File: src/rtl/minitb_ahb_cmd_master_if.sv
// Bundles the command, AHB-Lite and response signals of the command master.
// The master modport is the design side; the slave modport is the environment side.
interface minitb_ahb_cmd_master_if #(
  parameter int ADDR_WIDTH = 8,
  parameter int DATA_WIDTH = 32
);
  logic                  cmd_valid;
  logic                  cmd_ready;
  logic                  cmd_write;
  logic [ADDR_WIDTH-1:0] cmd_addr;
  logic [2:0]            cmd_size;
  logic [DATA_WIDTH-1:0] cmd_wdata;
  logic [1:0]            htrans;
  logic [ADDR_WIDTH-1:0] haddr;
  logic                  hwrite;
  logic [2:0]            hsize;
  logic [DATA_WIDTH-1:0] hwdata;
  logic [DATA_WIDTH-1:0] hrdata;
  logic                  hready;
  logic                  hresp;
  logic                  rsp_valid;
  logic                  rsp_ready;
  logic [DATA_WIDTH-1:0] rsp_rdata;
  logic                  rsp_err;
  logic [2:0]            outstanding;

  modport master (
    input  cmd_valid, cmd_write, cmd_addr, cmd_size, cmd_wdata,
    input  hrdata, hready, hresp, rsp_ready,
    output cmd_ready, htrans, haddr, hwrite, hsize, hwdata,
    output rsp_valid, rsp_rdata, rsp_err, outstanding
  );

  modport slave (
    output cmd_valid, cmd_write, cmd_addr, cmd_size, cmd_wdata,
    output hrdata, hready, hresp, rsp_ready,
    input  cmd_ready, htrans, haddr, hwrite, hsize, hwdata,
    input  rsp_valid, rsp_rdata, rsp_err, outstanding
  );
endinterface

File: src/rtl/minitb_ahb_cmd_master.sv
// AHB-Lite command master: queued commands go out as single NONSEQ transfers,
// responses come back in command order through a response FIFO.
//
// data-phase state | meaning
// D_IDLE           | no transfer in data phase
// D_ACTIVE         | transfer in data phase, waiting for hready
// D_ERR            | second ERROR cycle; address phase cancelled (htrans=IDLE)
module minitb_ahb_cmd_master #(
  parameter int ADDR_WIDTH = 8,
  parameter int DATA_WIDTH = 32,
  parameter int CMD_DEPTH  = 4,
  parameter int RSP_DEPTH  = 4
) (
  input logic                     hclk,
  input logic                     hresetn,
  minitb_ahb_cmd_master_if.master bus
);
  localparam int CMD_AW   = $clog2(CMD_DEPTH);
  localparam int RSP_AW   = $clog2(RSP_DEPTH);
  localparam int MAX_SIZE = $clog2(DATA_WIDTH / 8);
  localparam int CMD_W    = 1 + ADDR_WIDTH + 3 + DATA_WIDTH;
  localparam int RSP_W    = 1 + DATA_WIDTH;

  typedef enum logic [1:0] {D_IDLE, D_ACTIVE, D_ERR} d_state_t;
  d_state_t d_state, d_state_nxt;

  logic                  ready_q;
  logic [CMD_W-1:0]      cmd_mem [CMD_DEPTH];
  logic [CMD_AW-1:0]     cmd_wr_ptr, cmd_rd_ptr;
  logic [CMD_AW:0]       cmd_cnt;
  logic [RSP_W-1:0]      rsp_mem [RSP_DEPTH];
  logic [RSP_AW-1:0]     rsp_wr_ptr, rsp_rd_ptr;
  logic [RSP_AW:0]       rsp_cnt;

  logic                  head_write;
  logic [ADDR_WIDTH-1:0] head_addr;
  logic [2:0]            head_size;
  logic [DATA_WIDTH-1:0] head_wdata;
  logic                  head_legal;

  logic                  a_valid, a_write;
  logic [ADDR_WIDTH-1:0] a_addr;
  logic [2:0]            a_size;
  logic [DATA_WIDTH-1:0] a_wdata;
  logic                  d_write;
  logic [DATA_WIDTH-1:0] d_wdata;

  logic                  cmd_push, cmd_pop, issue_pop, rej_pop;
  logic                  rsp_push, rsp_pop;
  logic [RSP_W-1:0]      rsp_push_data;
  logic                  a_live, a_done, d_done, rsp_room;
  logic [2:0]            outstanding_w;

  assign {head_write, head_addr, head_size, head_wdata} = cmd_mem[cmd_rd_ptr];

  always_comb begin
    head_legal = 1'b0;
    if (head_size <= 3'(MAX_SIZE))
      head_legal = (head_addr & ~({ADDR_WIDTH{1'b1}} << head_size)) == '0;
  end

  assign a_live        = a_valid && (d_state != D_ERR);
  assign a_done        = a_live && bus.hready;
  assign d_done        = (d_state != D_IDLE) && bus.hready;
  assign outstanding_w = {2'b00, a_valid} + {2'b00, d_state != D_IDLE};
  // Reserve a response slot for everything already in flight before popping.
  assign rsp_room      = (int'(rsp_cnt) + int'(outstanding_w)) < RSP_DEPTH;

  assign cmd_push  = bus.cmd_valid && bus.cmd_ready;
  assign issue_pop = (cmd_cnt != '0) && head_legal && (!a_valid || a_done) && rsp_room;
  // Illegal commands wait for the pipe to drain so their error stays in order.
  assign rej_pop   = (cmd_cnt != '0) && !head_legal && (outstanding_w == 3'd0) &&
                     (rsp_cnt != (RSP_AW+1)'(RSP_DEPTH));
  assign cmd_pop   = issue_pop || rej_pop;

  assign rsp_push = d_done || rej_pop;
  assign rsp_pop  = bus.rsp_valid && bus.rsp_ready;

  always_comb begin
    rsp_push_data = {1'b1, {DATA_WIDTH{1'b0}}};
    if (d_done) begin
      if ((d_state == D_ERR) || bus.hresp)
        rsp_push_data = {1'b1, {DATA_WIDTH{1'b0}}};
      else
        rsp_push_data = {1'b0, d_write ? {DATA_WIDTH{1'b0}} : bus.hrdata};
    end
  end

  always_ff @(posedge hclk) begin
    if (cmd_push)
      cmd_mem[cmd_wr_ptr] <= {bus.cmd_write, bus.cmd_addr, bus.cmd_size, bus.cmd_wdata};
    if (rsp_push)
      rsp_mem[rsp_wr_ptr] <= rsp_push_data;
  end

  always_ff @(posedge hclk or negedge hresetn) begin
    if (!hresetn) begin
      ready_q    <= 1'b0;
      cmd_wr_ptr <= '0;
      cmd_rd_ptr <= '0;
      cmd_cnt    <= '0;
      rsp_wr_ptr <= '0;
      rsp_rd_ptr <= '0;
      rsp_cnt    <= '0;
    end else begin
      ready_q <= 1'b1;
      if (cmd_push) cmd_wr_ptr <= cmd_wr_ptr + 1'b1;
      if (cmd_pop)  cmd_rd_ptr <= cmd_rd_ptr + 1'b1;
      if (cmd_push && !cmd_pop)      cmd_cnt <= cmd_cnt + 1'b1;
      else if (!cmd_push && cmd_pop) cmd_cnt <= cmd_cnt - 1'b1;
      if (rsp_push) rsp_wr_ptr <= rsp_wr_ptr + 1'b1;
      if (rsp_pop)  rsp_rd_ptr <= rsp_rd_ptr + 1'b1;
      if (rsp_push && !rsp_pop)      rsp_cnt <= rsp_cnt + 1'b1;
      else if (!rsp_push && rsp_pop) rsp_cnt <= rsp_cnt - 1'b1;
    end
  end

  always_ff @(posedge hclk or negedge hresetn) begin
    if (!hresetn) begin
      a_valid <= 1'b0;
      a_write <= 1'b0;
      a_addr  <= '0;
      a_size  <= '0;
      a_wdata <= '0;
      d_write <= 1'b0;
      d_wdata <= '0;
    end else begin
      if (issue_pop) begin
        a_valid <= 1'b1;
        a_write <= head_write;
        a_addr  <= head_addr;
        a_size  <= head_size;
        a_wdata <= head_wdata;
      end else if (a_done) begin
        a_valid <= 1'b0;
      end
      if (a_done) begin
        d_write <= a_write;
        d_wdata <= a_wdata;
      end
    end
  end

  always_ff @(posedge hclk or negedge hresetn) begin
    if (!hresetn) d_state <= D_IDLE;
    else          d_state <= d_state_nxt;
  end

  always_comb begin
    d_state_nxt = d_state;
    case (d_state)
      D_IDLE:   if (a_done) d_state_nxt = D_ACTIVE;
      D_ACTIVE: begin
        if (bus.hready)     d_state_nxt = a_done ? D_ACTIVE : D_IDLE;
        else if (bus.hresp) d_state_nxt = D_ERR;
      end
      D_ERR:    if (bus.hready) d_state_nxt = D_IDLE;
      default:  d_state_nxt = D_IDLE;
    endcase
  end

  assign bus.cmd_ready   = ready_q && (cmd_cnt != (CMD_AW+1)'(CMD_DEPTH));
  assign bus.htrans      = a_live ? 2'b10 : 2'b00;
  assign bus.haddr       = a_live ? a_addr : '0;
  assign bus.hwrite      = a_live && a_write;
  assign bus.hsize       = a_live ? a_size : 3'd0;
  assign bus.hwdata      = ((d_state != D_IDLE) && d_write) ? d_wdata : '0;
  assign bus.rsp_valid   = rsp_cnt != '0;
  assign {bus.rsp_err, bus.rsp_rdata} = bus.rsp_valid ? rsp_mem[rsp_rd_ptr] : '0;
  assign bus.outstanding = outstanding_w;
endmodule

File: src/flat_wrapper.sv
// flat-port wrapper written by rule: the top's interface ports become plain ports
module minitb_ahb_cmd_master_flat 
#(
  parameter int ADDR_WIDTH = 8,
  parameter int DATA_WIDTH = 32,
  parameter int CMD_DEPTH  = 4,
  parameter int RSP_DEPTH  = 4
)
  (hclk, hresetn, bus_cmd_valid, bus_cmd_write, bus_cmd_addr, bus_cmd_size, bus_cmd_wdata, bus_hrdata, bus_hready, bus_hresp, bus_rsp_ready, bus_cmd_ready, bus_htrans, bus_haddr, bus_hwrite, bus_hsize, bus_hwdata, bus_rsp_valid, bus_rsp_rdata, bus_rsp_err, bus_outstanding);
  minitb_ahb_cmd_master_if #(.ADDR_WIDTH(ADDR_WIDTH), .DATA_WIDTH(DATA_WIDTH)) bus_i ();
  input logic hclk;
  input logic hresetn;
  input wire logic [$bits(bus_i.cmd_valid)-1:0] bus_cmd_valid;
  input wire logic [$bits(bus_i.cmd_write)-1:0] bus_cmd_write;
  input wire logic [$bits(bus_i.cmd_addr)-1:0] bus_cmd_addr;
  input wire logic [$bits(bus_i.cmd_size)-1:0] bus_cmd_size;
  input wire logic [$bits(bus_i.cmd_wdata)-1:0] bus_cmd_wdata;
  input wire logic [$bits(bus_i.hrdata)-1:0] bus_hrdata;
  input wire logic [$bits(bus_i.hready)-1:0] bus_hready;
  input wire logic [$bits(bus_i.hresp)-1:0] bus_hresp;
  input wire logic [$bits(bus_i.rsp_ready)-1:0] bus_rsp_ready;
  output wire logic [$bits(bus_i.cmd_ready)-1:0] bus_cmd_ready;
  output wire logic [$bits(bus_i.htrans)-1:0] bus_htrans;
  output wire logic [$bits(bus_i.haddr)-1:0] bus_haddr;
  output wire logic [$bits(bus_i.hwrite)-1:0] bus_hwrite;
  output wire logic [$bits(bus_i.hsize)-1:0] bus_hsize;
  output wire logic [$bits(bus_i.hwdata)-1:0] bus_hwdata;
  output wire logic [$bits(bus_i.rsp_valid)-1:0] bus_rsp_valid;
  output wire logic [$bits(bus_i.rsp_rdata)-1:0] bus_rsp_rdata;
  output wire logic [$bits(bus_i.rsp_err)-1:0] bus_rsp_err;
  output wire logic [$bits(bus_i.outstanding)-1:0] bus_outstanding;
  assign bus_i.cmd_valid = bus_cmd_valid;
  assign bus_i.cmd_write = bus_cmd_write;
  assign bus_i.cmd_addr = bus_cmd_addr;
  assign bus_i.cmd_size = bus_cmd_size;
  assign bus_i.cmd_wdata = bus_cmd_wdata;
  assign bus_i.hrdata = bus_hrdata;
  assign bus_i.hready = bus_hready;
  assign bus_i.hresp = bus_hresp;
  assign bus_i.rsp_ready = bus_rsp_ready;
  assign bus_cmd_ready = bus_i.cmd_ready;
  assign bus_htrans = bus_i.htrans;
  assign bus_haddr = bus_i.haddr;
  assign bus_hwrite = bus_i.hwrite;
  assign bus_hsize = bus_i.hsize;
  assign bus_hwdata = bus_i.hwdata;
  assign bus_rsp_valid = bus_i.rsp_valid;
  assign bus_rsp_rdata = bus_i.rsp_rdata;
  assign bus_rsp_err = bus_i.rsp_err;
  assign bus_outstanding = bus_i.outstanding;
  minitb_ahb_cmd_master #(.ADDR_WIDTH(ADDR_WIDTH), .DATA_WIDTH(DATA_WIDTH), .CMD_DEPTH(CMD_DEPTH), .RSP_DEPTH(RSP_DEPTH)) u_core (.hclk(hclk), .hresetn(hresetn), .bus(bus_i));
endmodule
File: config.mk
export PLATFORM = sky130hd
export DESIGN_NAME = minitb_ahb_cmd_master_flat
export DESIGN_NICKNAME = d
export VERILOG_FILES = /design/src/rtl/minitb_ahb_cmd_master_if.sv /design/src/rtl/minitb_ahb_cmd_master.sv /design/src/flat_wrapper.sv
export SDC_FILE = /design/constraint.sdc
export NUM_CORES = 1
export LEC_CHECK = 0
export CORE_MARGIN = 8
export CORE_UTILIZATION = 55
export CTS_BUF_LIST = sky130_fd_sc_hd__clkbuf_2
export CTS_CLUSTER_SIZE = 40
export DETAILED_ROUTE_END_ITERATION = 6
export GPL_TIMING_DRIVEN = 0
export PLACE_DENSITY = 0.81
export SYNTH_ARGS = -nofsm -noshare
export SYNTH_HDL_FRONTEND = slang
export SYNTH_SLANG_ARGS = --single-unit
File: constraint.sdc
create_clock -name hclk -period 5.1 [get_ports hclk]
set_input_delay 0.51 -clock hclk [delete_from_list [all_inputs] [get_ports hclk]]
set_output_delay 0.51 -clock hclk [all_outputs]
set_load 0.1 [all_outputs]
Word level (Yosys, flattened, before mapping)
Memories as Yosys holds them, arrays and structs flattened. Cells that the tools add are included.

Register bits after elaboration: 95. Latch bits: 0. RAM bits: 308. Bits in read-only memories: 0. Input bits: 82. Output and inout bits: 84. Word-level logic and storage cells: 103. Memories: 2.

Memory list: u_core.cmd_mem (words 4, width 44, read ports 1, clocked after memory_dff 0, write ports 1, RTL line minitb_ahb_cmd_master.sv:28) `logic [CMD_W-1:0] cmd_mem [CMD_DEPTH];`; u_core.rsp_mem (words 4, width 33, read ports 1, clocked after memory_dff 0, write ports 1, RTL line minitb_ahb_cmd_master.sv:31) `logic [RSP_W-1:0] rsp_mem [RSP_DEPTH];`.

$add $sub $neg: 10. $mul: 0. Divide/modulo/power cells: 0. Magnitude comparators: 2. Equality and inequality tests: 8. Shift-type cells: 1. Multiplexer cells: 25. Bitwise operators: 2. Reduce and logical (&&, ||, !) cells: 38.

Operators by type and width (count): two-way mux 33 bit (3); two-way mux 32 bit (2); less-than comparator 32 x 4 -> 1 bit (second input constant) (1); logical AND 1 bit (18); two-way mux 3 bit (5); two-way mux 2 bit (5); inequality test 3 bit (second input constant) (3); adder 2 x 1 -> 2 bit (second input constant) (4); AND 8 bit (1); zero test 8 bit (1); two-way mux 1 bit (8); two-way mux 8 bit (1); NOT 8 bit (1); nonzero test 2 bit (4); << shifter 8 x 3 -> 8 bit (first input constant) (1); adder 3 x 1 -> 3 bit (second input constant) (2); zero test 1 bit (6); case mux 2 bit (3 select lines) (1); nonzero test 3 bit (2); subtractor 3 x 1 -> 3 bit (second input constant) (2); adder 3 x 3 -> 4 bit (1); logical OR 1 bit (4); inequality test 2 bit (second input constant) (2); less-or-equal comparator 3 x 2 -> 1 bit (second input constant) (1); 7 further kinds (7).

Depth between registers and ports, before layout
An unclocked memory read counts as a cell.

Depth in word-level cells: 15. Depth in mapped cells: 14. Depth with buffers taken out: 12.

Worst setup path after synthesis
OpenSTA, ideal clock, no wires.

Path type: flip-flop to flip-flop. Start: reg u_core.cmd_cnt[0]. End: mem u_core.cmd_mem[0][0] (netlist name) (enable). Setup time: 406 ps. Arrival: 4180 ps. Required time: 4694 ps. Setup slack: 514 ps. Stages on the path, launching flop included: 4. Path buffers: 0. Period minus slack after synthesis: 4586 ps. Cells stage by stage: dfrtp_1 -> nor2_1 -> a21boi_0 -> and3_1.

Word-level cells in the longest chain between the ends: 5.

RTL lines: start, declared (RTL line minitb_ahb_cmd_master.sv:30) `logic [CMD_AW:0] cmd_cnt;`; start signal, assigned (RTL line minitb_ahb_cmd_master.sv:109) `if (cmd_push && !cmd_pop) cmd_cnt <= cmd_cnt + 1'b1;`; start signal, assigned (RTL line minitb_ahb_cmd_master.sv:110) `else if (!cmd_push && cmd_pop) cmd_cnt <= cmd_cnt - 1'b1;`; inequality test 3 bit (RTL line minitb_ahb_cmd_master.sv:162) `assign bus.cmd_ready = ready_q && (cmd_cnt != (CMD_AW+1)'(CMD_DEPTH));`; logical AND 1 bit (RTL line minitb_ahb_cmd_master.sv:162); via bus_cmd_ready (RTL line flat_wrapper.sv:22) `output wire logic [$bits(bus_i.cmd_ready)-1:0] bus_cmd_ready;`; logical AND 1 bit (RTL line minitb_ahb_cmd_master.sv:69) `assign cmd_push = bus.cmd_valid && bus.cmd_ready;`; two-way mux 1 bit (RTL line minitb_ahb_cmd_master.sv:90) `if (cmd_push)`; two-way mux 1 bit (not written as such) (RTL line minitb_ahb_cmd_master.sv:91) `cmd_mem[cmd_wr_ptr] <= {bus.cmd_write, bus.cmd_addr, bus.cmd_size, bus.cmd_wdata};`; end, declared (RTL line minitb_ahb_cmd_master.sv:28).

The timed path passes the listed nets, and every way through them passes these cells.

Final worst setup path
Start: reg u_core.rsp_rd_ptr[0]. End: out bus_rsp_rdata[18].

Word-level cells in the longest chain between the ends: 2.

RTL lines: start, declared (RTL line minitb_ahb_cmd_master.sv:32) `logic [RSP_AW-1:0] rsp_wr_ptr, rsp_rd_ptr;`; start signal, assigned (RTL line minitb_ahb_cmd_master.sv:112) `if (rsp_pop) rsp_rd_ptr <= rsp_rd_ptr + 1'b1;`; memory (4 x 33 bit); two-way mux 33 bit (RTL line minitb_ahb_cmd_master.sv:169) `assign {bus.rsp_err, bus.rsp_rdata} = bus.rsp_valid ? rsp_mem[rsp_rd_ptr] : '0;`; end, declared (RTL line flat_wrapper.sv:29) `output wire logic [$bits(bus_i.rsp_rdata)-1:0] bus_rsp_rdata;`.

Every way passes these cells.

==> impl_metrics.ini <==
[status]
status = complete, no violations

[clock_network]
clk_latency_ns = 0.94
ctsLongestPathBuffers = 3
cts_tree = built
cts_setup_buffers = 0
clkSinkCount = 403
htree_levels = 3
clk_pin_slew_ns = 0.12
cts_buffers = 94
ctsResizeCount = 0
root_buffer = clkbuf_2

[logic_synthesis]
synth_common_cells = edfxtp_1, dfrtp_1, mux4_2
syn-cell-area_um2 = 15900
synth_top_area_share_pct = 58.1
async_flop_share_pct = 23.6
ys.flop_type = edfxtp_1
synth_cells = 797
synth_edf_count = 308
synth_top_area_cell = edfxtp_1
ys_seq_elements = 403
synth_area_leaders = edfxtp_1, dfrtp_1, mux4_2, mux2_4, mux2_2
netlist-cell-type-count = 41
seq_area_frac_synth_pct = 73.0
yosysWarnings = 0
synth_area_per_cell_um2 = 20.0
synth_most_common_cell = edfxtp_1

[die]
die_height_um = 186
die_area_um2 = 34700
coreArea_um2 = 28600
num_rows = 62
io_pins = 166
initial_core_util_pct = 55.7
fp.dieW_um = 186

[setup_path]
critPathArrivalTime_ns = 4.11
crit_slowest_cell = clkdlybuf4s50_1
cpLargestDelayFamily = buffers and inverters
path_cells = clkbuf_1 > buf_1 > mux4_2 > and2_1 > clkdlybuf4s50_1
setup.worst_path.class = reg2out
r2r_slack_ns = 1.34
required_ns = 4.59
endpoint_kind = primary output
crit_path_start_kind = flop
worstPathMaxFanout = 10
max_stage_delay_ns = 0.98
cp_num_buf_inv = 3

[min_path]
hold_class = in2async

[place]
dp_hpwl_um = 21100
place_area_um2 = 18200
gp_congestion = 0.740
port_buffers = 163

[sta]
skew_ns = 0.158
hold_viol = 0
drv_slew = 0
worst_pin_slew_ns = 1.05
max_freq_mhz = 217
post-route-min-period_ns = 4.62
period_share_pct = 90.5
setup_violations = 0
relSlewSlack_pct = 29.5
rsz0062_at_grt = no

[grt]
grt_use_total_pct = 18.9
antenna_found_initial = 2
grt_overflow = 0
grt_pass1_wl_um = 49600
grt_pass1_vias = 8941
grt_max_degree = 56

[detailed_routing]
wl_per_cell_um = 20.9
via_count = 8263
ant_nets = 0
wl_um = 32000
post_drt_via_cell_ratio = 5.40
drc = 0
dr.pass1.iters = 5
drtIter0Drc = 524

[finish]
syn_to_final_growth_pct = 19.9
layout.nets = 1160
stdcell_area_um2 = 19100
drive_gt1_share_pct = 29.9

[job]
maxCapViolCount = 0
-- per-layer routing --
layer,GRT usage (%),vias to the layer above,share of wire (%)
li1,-,3702,-
met1,24.1,4231,41
met2,31.6,288,51
met3,4.82,42,7.6
met4,6.26,0,1.3
met5,0,-,0
-- repair_timing --
| item | CTS | global route |
|---|---|---|
| hold buffers | 1 | 0 |
| endpoints found under the hold margin | 45 | 0 |
| setup endpoints to repair | 0 | 0 |
-- through the flow --
stage / util [%] / TNS [ns] / setup slack, ns / cells / hold WS (ns)
floorplan: - / 0 / 0.514 / 798 / 0.214
detailed placement: 63.4 / 0 / 1.29 / 1350 / 0.466
global placement: 63.0 / -6.57 / -0.0780 / 1345 / 0.447
CTS: 66.7 / 0 / 0.287 / 1529 / 0.0108
finish: 66.7 / 0 / 0.485 / 1531 / 0.108
global route: 66.7 / 0 / 0.152 / 1531 / 0.0673
-- cells in the final DEF (no fill, tap or decap), types with 5 or more instances in the layout --
cell type and n:
edfxtp_1 308, clkdlybuf4s50_1 162, clkbuf_2 152, dfrtp_1 95
mux4_2 77, and2_1 67, and3_1 45, mux2_2 41
mux2_4 38, clkbuf_1 31, clkinv_1 17, ha_1 13
inv_1 9, xnor2_1 9, nor2_1 6, buf_1 6
buf_6 5
-- worst paths after layout --
check | depth (start not counted) | endpoint | startpoint
setup / recovery | 5 | bus_rsp_rdata[18] | u_core.rsp_rd_ptr[0]
hold / removal | 2 | u_core.a_wdata[16] | hresetn
setup reg to reg | 12 | u_core.cmd_cnt[1] | u_core.d_state[1]
hold reg to reg | 1 | u_core.d_wdata[5] | u_core.a_wdata[5]
max in group asynchronous | 3 | u_core.rsp_cnt[2] | hresetn
min in group hclk | 1 | u_core.cmd_mem[0][10] | bus_cmd_wdata[10]
-- final cells by class --
type / instances / area (um^2)
clock buffers: 152 / 761
clock inverters: 26 / 156
flip-flops and latches: 403 / 11600
fillers: 1899 / 9530
plain buffers: 45 / 218
multi-input cells: 341 / 4070
diodes: 2 / 5.00
inverters: 9 / 33.8
repair buffers: 169 / 1750
well taps: 384 / 480
-- flip-flops by register name (all words and copies together), names as in the netlist, 2 cells and up --
signal and flops:
u_core.cmd_mem 176, u_core.cmd_wr_ptr 2, u_core.cmd_cnt 3, u_core.rsp_mem 132, u_core.cmd_rd_ptr 2, u_core.d_state 2
u_core.rsp_rd_ptr 2, u_core.rsp_wr_ptr 2, u_core.a_size 3, u_core.d_wdata 32, u_core.rsp_cnt 3, u_core.a_addr 8
u_core.a_wdata 32
-- cells by family (layout without fill, tap and decap cells) --
kind of cell | after synthesis | count (layout) | synth area share, %
AO/OA/AOI/OAI | 14 | 14 | 0.668
XOR/XNOR | 12 | 12 | 0.660
adder cells (fa/ha/maj) | 15 | 15 | 1.27
buffers and inverters | 54 | 401 | 1.58
flip-flops | 403 | 403 | 73.0
multiplexers | 156 | 156 | 17.4
other | 2 | 5 | 0.0471
AND/OR/NAND/NOR | 141 | 141 | 5.43
Power is not shown: default switching activity piles up to over one toggle a cycle in this logic, so the estimate is an artifact.
